<file path="src/rtl/irq_pending_ctrl.sv">
// Interrupt pending controller: synchronises four request lines, latches them as
// pending bits and runs the irq / ack / eoi handshake in front of a priority encoder.
module irq_pending_ctrl #(
    parameter int SYNC_STAGES = 2,
    parameter bit EDGE_MODE   = 1'b1
) (
    input  logic       clk,
    input  logic       rst,
    input  logic [4:1] req,
    input  logic [4:1] mask,
    output logic [4:1] x_out,
    input  logic [2:0] pcode,
    output logic       irq,
    input  logic       irq_ack,
    input  logic       eoi,
    output logic [4:1] in_service,
    output logic [2:0] vector,
    output logic       ack_err
);

    typedef enum logic [1:0] {IDLE, REQ, SERV} state_t;

    state_t                    state;
    logic [SYNC_STAGES-1:0][4:1] sync_q;
    logic [4:1]                prev;
    logic [4:1]                pending;
    logic [4:1]                synced;
    logic [4:1]                set_v;
    logic [4:1]                sel;
    logic                      hit;

    assign synced = sync_q[SYNC_STAGES-1];
    assign set_v  = EDGE_MODE ? (synced & ~prev) : synced;
    assign x_out  = pending & mask;

    // Decode pcode to a line select; codes outside 1..4 select nothing.
    always_comb begin
        sel = 4'b0000;
        case (pcode)
            3'd1:    sel = 4'b0001;
            3'd2:    sel = 4'b0010;
            3'd3:    sel = 4'b0100;
            3'd4:    sel = 4'b1000;
            default: sel = 4'b0000;
        endcase
    end

    assign hit = |(sel & x_out);

    always_ff @(posedge clk or posedge rst) begin
        if (rst) begin
            sync_q <= '0;
            prev   <= '0;
        end else begin
            sync_q <= {sync_q[SYNC_STAGES-2:0], req};
            prev   <= synced;
        end
    end

    always_ff @(posedge clk or posedge rst) begin
        if (rst) begin
            state      <= IDLE;
            pending    <= '0;
            in_service <= '0;
            vector     <= '0;
            irq        <= 1'b0;
            ack_err    <= 1'b0;
        end else begin
            ack_err <= 1'b0;
            pending <= pending | set_v;
            case (state)
                IDLE: begin
                    if (|x_out) begin
                        state <= REQ;
                        irq   <= 1'b1;
                    end
                end
                REQ: begin
                    if (irq_ack) begin
                        if (hit) begin
                            // New set on the same line overrides the clear.
                            pending    <= (pending & ~sel) | set_v;
                            in_service <= sel;
                            vector     <= pcode;
                            irq        <= 1'b0;
                            state      <= SERV;
                        end else begin
                            ack_err <= 1'b1;
                        end
                    end else if (x_out == 4'b0000) begin
                        irq   <= 1'b0;
                        state <= IDLE;
                    end
                end
                SERV: begin
                    if (eoi) begin
                        in_service <= '0;
                        state      <= IDLE;
                    end
                end
                default: begin
                    state <= IDLE;
                    irq   <= 1'b0;
                end
            endcase
        end
    end

endmodule
</file>
<file path="config.mk">
export PLATFORM = sky130hd
export DESIGN_NAME = irq_pending_ctrl
export DESIGN_NICKNAME = d
export VERILOG_FILES = /design/src/rtl/irq_pending_ctrl.sv
export SDC_FILE = /design/constraint.sdc
export NUM_CORES = 1
export LEC_CHECK = 0
export CAP_MARGIN = 20
export CORE_UTILIZATION = 25
export CTS_CLUSTER_DIAMETER = 40
export DETAILED_ROUTE_END_ITERATION = 10
export GPL_ROUTABILITY_DRIVEN = 0
export PLACE_DENSITY = 0.47
export SLEW_MARGIN = 15
export SYNTH_ARGS = -nofsm -noshare
export SYNTH_HDL_FRONTEND = slang
export SYNTH_SLANG_ARGS = --single-unit
</file>
<file path="constraint.sdc">
create_clock -name clk -period 4.7 [get_ports clk]
set_clock_uncertainty 0.2 [all_clocks]
set_input_delay 1.41 -clock clk [delete_from_list [all_inputs] [get_ports clk]]
set_output_delay 1.41 -clock clk [all_outputs]
set_load 0.05 [all_outputs]
</file>
==> key figures <==
Global route
  – Final global-route overflow total: 0
  – Maximum number of pins on one net before global-route repair: 28
  – Gr usage total: 0.103
  – Via count of the first global-routing pass: 682
  – Global-route wire length before repair: 3310 um
  – Initial antenna violation count: 0

Clock tree
  – Count of H-tree levels built during CTS: 1
  – Clock tree root buffer cell: sky130_fd_sc_hd__clkbuf_8
  – CTS tree: built
  – Clock slew at the register clock pins of the worst setup and hold paths: 100 ps
  – Number of sinks driven by the clock tree: 27
  – Total clock buffers created by CTS: 3
  – Clock network latency to the later pin of the worst-skew pair: 270 ps
  – Count of instances resized after the clock tree is built: 0
  – Number of setup buffers added after CTS: 0
  – Hold-fix buffers at CTS: 0
  – CTS max path bufs: 2

Job
  – Number of maximum-capacitance constraint violations: 0

Setup path
  – Largest delay share family, worst path: buffers and inverters
  – Arrival time of the worst setup path: 2230 ps
  – Crit. End Element: output pin
  – Endpoint required time on the critical path: 3090 ps
  – Maximum fanout along the worst path: 3
  – Register-to-register path setup slack: 2450 ps
  – CP peak stage delay: 500 ps
  – Cell with the largest stage delay on the worst path: sky130_fd_sc_hd__clkdlybuf4s50_1
  – Number of buffers and inverters on the critical path: 2
  – Critical path, cell by cell: clkdlybuf4s50_1 -> and2_1 -> buf_4
  – Critical path class: input pin to output pin
  – Startpoint Class: input pin

Timing
  – Final max-slew violation count: 0
  – Hold slack final: 158 ps
  – Total count of hold-check failures in the final report: 0
  – Worst Slack Setup Final: 857 ps
  – Rel. slew slack: 0.547
  – Ratio of final minimum period to clock period: 0.818
  – Min cycle time layout: 3840 ps
  – Final count of negative-setup-slack endpoints: 0
  – Maximum clock frequency: 260 MHz
  – Setup TNS: 0 ps
  – Worst Max-Slew Pin Slew: 663 ps
  – Setup repair after global routing missed its margin: no

Routing
  – Final routed wire length divided by cell count: 12.7 um
  – Number of antenna-violating nets in the routed design: 0
  – Detail-routed via count per cell: 4.47
  – Detailed Route Iter0 Violations: 19
  – Pre-antenna DRT Iters: 4
  – Number of remaining DRC errors: 0
  – Total routed wirelength: 2110 um
  – Total number of vias: 742

Power
  – Clock share of power: 0.238
  – Switching pwr: 0.193 mW
  – Power per cell area: 399 nW/um^2
  – Proportion of power drawn by combinational gates: 0.292
  – Largest voltage drop on the vdd net: 0.246 mV
  – Internal power: 0.387 mW
  – Flop pwr share: 0.469
  – Switching share of power: 0.332
  – Leakage: 0.658 nW

Placed design
  – Worst setup slack before clock tree synthesis: 838 ps
  – Number of port buffers: 27
  – Post-place instance area: 1380 sq um
  – Sum of net half-perimeters after detailed placement: 1550 um

Synthesis
  – Dominant cell type by area after synthesis: sky130_fd_sc_hd__dfrtp_1
  – Top post-synthesis cells by count: 27 x sky130_fd_sc_hd__dfrtp_1, 11 x sky130_fd_sc_hd__inv_1, 6 x sky130_fd_sc_hd__a21oi_1
  – Most used standard cell by instance count after synthesis: sky130_fd_sc_hd__dfrtp_1
  – Share of the yosys chip area belonging to registers: 0.635
  – Area share of the largest cell type after synthesis: 0.635
  – Post-Syn Area: 1060 sq um
  – Syn. warnings: 0
  – Average cell area after synthesis: 12.5 sq um
  – Number of nets in the synthesized netlist: 100
  – Syn Inst Count: 85
  – Largest cells by area after synthesis: sky130_fd_sc_hd__dfrtp_1 63%, sky130_fd_sc_hd__inv_1 3.9%, sky130_fd_sc_hd__a21oi_1 2.8%, sky130_fd_sc_hd__mux2_4 2.8%, sky130_fd_sc_hd__a32o_1 1.9%
  – Register bit total from synthesis: 27
  – Top FF cell, synth: sky130_fd_sc_hd__dfrtp_1
  – Post-synth ARST share: 1.00
  – Number of flops mapped to enable cells by yosys: 0
  – Count of unique library cells instantiated by Yosys: 29

Floorplan
  – Boundary pin count: 28
  – Effective utilization at floorplan: 0.262
  – Die Y: 67.3 um
  – Number of cell rows: 23
  – Std-Cell Core Area: 4060 sq um
  – Area of the die: 4520 sq um
  – Die Width: 67.3 um

Run status
  – Run status: complete, no violations

Finish
  – Signed area change from the synthesized netlist to the final layout: 36.5%
  – Final core area utilization: 0.358
  – Share of post-route cells with drive strength above 1: 0.155
  – Number of nets in the layout: 132
  – Post-route cell area: 1450 sq um
  – Diodes inserted: 0

Min path
  – Classification of the worst-slack hold path: flip-flop to flip-flop
## path summary, 6_finish.rpt
| kind | endpoint | cells after the start | startpoint |
|---|---|---|---|
| setup / recovery | x_out[2] | 3 | mask[2] |
| hold / removal | synced[1]$_DFF_PP0_ | 0 | sync_q[0]$_DFF_PP0_ |
| setup reg to reg | vector[0]$_DFFE_PP0P_ | 4 | pending[3]$_DFF_PP0_ |
| hold reg to reg | synced[1]$_DFF_PP0_ | 0 | sync_q[0]$_DFF_PP0_ |
| max in group asynchronous | ack_err$_DFF_PP0_ | 3 | rst |
| min in group asynchronous | prev[3]$_DFF_PP0_ | 2 | rst |
## through the flow
step / std cells / total power, mW
after global routing: 166 / 0.611
after global placement: 161 / 0.444
after CTS: 165 / 0.586
after floorplan: 85 / 0.383
after detailed placement: 161 / 0.445
final: 166 / 0.580
## registers in the layout, indices dropped and copies added, names as in the netlist
name,cells
vector,3
prev,4
pending,4
in_service,4
sync_q,4
state,2
irq,1
ack_err,1
synced,4
## cell families (layout without fill, tap and decap cells)
logic type,count (synthesis),count (layout),synth area share
simple gates,19,19,0.114
compound gates,24,24,0.165
buf+inv,12,43,0.0494
flops,27,27,0.635
mux,3,3,0.0376
## layout make-up
type,instances,area (sq um)
Tap cell,50,62.6
Sequential cell,27,676
Multi-Input combinational cell,46,337
Timing Repair Buffer,28,288
Fill cell,408,2600
Inverter,11,41.3
Clock buffer,3,41.3
Clock inverter,1,8.76
## metal layers
metal	part of all wire	wire (um)	up-vias	GRT usage
met5	0	0	-	0
met4	0.010	21	0	0.0319
met3	0.047	99	2	0.0456
met2	0.46	970	18	0.150
met1	0.48	1020	360	0.136
li1	-	-	362	-
## power by group through the flow
stage	clock network, mW	registers, mW	logic, mW
after floorplan	0	0.336	0.0477
after global placement	0	0.277	0.167
after detailed placement	0	0.277	0.168
after CTS	0.144	0.273	0.168
after global routing	0.156	0.276	0.179
final	0.138	0.272	0.169
## worst reg2reg max path, delay by kind of cell, from the launching register on
kind | cells | cell delay, ps
compound gates | 2 | 970
flops | 1 | 430
mux | 1 | 330
simple gates | 1 | 210
## cells in the final DEF (no fill, tap or decap)
master / netlist / layout
sky130_fd_sc_hd__a2111oi_0: 2 / 2
sky130_fd_sc_hd__a211o_1: 1 / 1
sky130_fd_sc_hd__a21boi_0: 1 / 1
sky130_fd_sc_hd__a21o_2: 1 / 1
sky130_fd_sc_hd__a21oi_1: 6 / 6
sky130_fd_sc_hd__a22oi_1: 1 / 1
sky130_fd_sc_hd__a31o_2: 1 / 1
sky130_fd_sc_hd__a32o_1: 2 / 2
sky130_fd_sc_hd__and2_1: 2 / 2
sky130_fd_sc_hd__and2b_2: 1 / 1
sky130_fd_sc_hd__and3_2: 2 / 2
sky130_fd_sc_hd__and3b_1: 1 / 1
sky130_fd_sc_hd__and3b_2: 1 / 1
sky130_fd_sc_hd__buf_16: 0 / 1
sky130_fd_sc_hd__buf_4: 0 / 4
sky130_fd_sc_hd__clkbuf_8: 0 / 3
sky130_fd_sc_hd__clkdlybuf4s50_1: 0 / 23
sky130_fd_sc_hd__clkinv_1: 0 / 1
sky130_fd_sc_hd__dfrtp_1: 27 / 27
sky130_fd_sc_hd__inv_1: 11 / 10
sky130_fd_sc_hd__inv_6: 0 / 1
sky130_fd_sc_hd__mux2_4: 2 / 2
sky130_fd_sc_hd__mux2i_1: 1 / 1
sky130_fd_sc_hd__nand2_1: 5 / 5
sky130_fd_sc_hd__nand3_1: 1 / 1
sky130_fd_sc_hd__nand3b_1: 1 / 1
sky130_fd_sc_hd__nor2b_1: 2 / 2
sky130_fd_sc_hd__nor3_1: 1 / 1
sky130_fd_sc_hd__o211ai_1: 1 / 1
sky130_fd_sc_hd__o21ai_0: 3 / 3
sky130_fd_sc_hd__o22a_4: 1 / 1
sky130_fd_sc_hd__o22ai_1: 3 / 3
sky130_fd_sc_hd__o31ai_1: 1 / 1
sky130_fd_sc_hd__or3b_1: 2 / 2
Note: power is estimated with default switching activity, not from simulation.
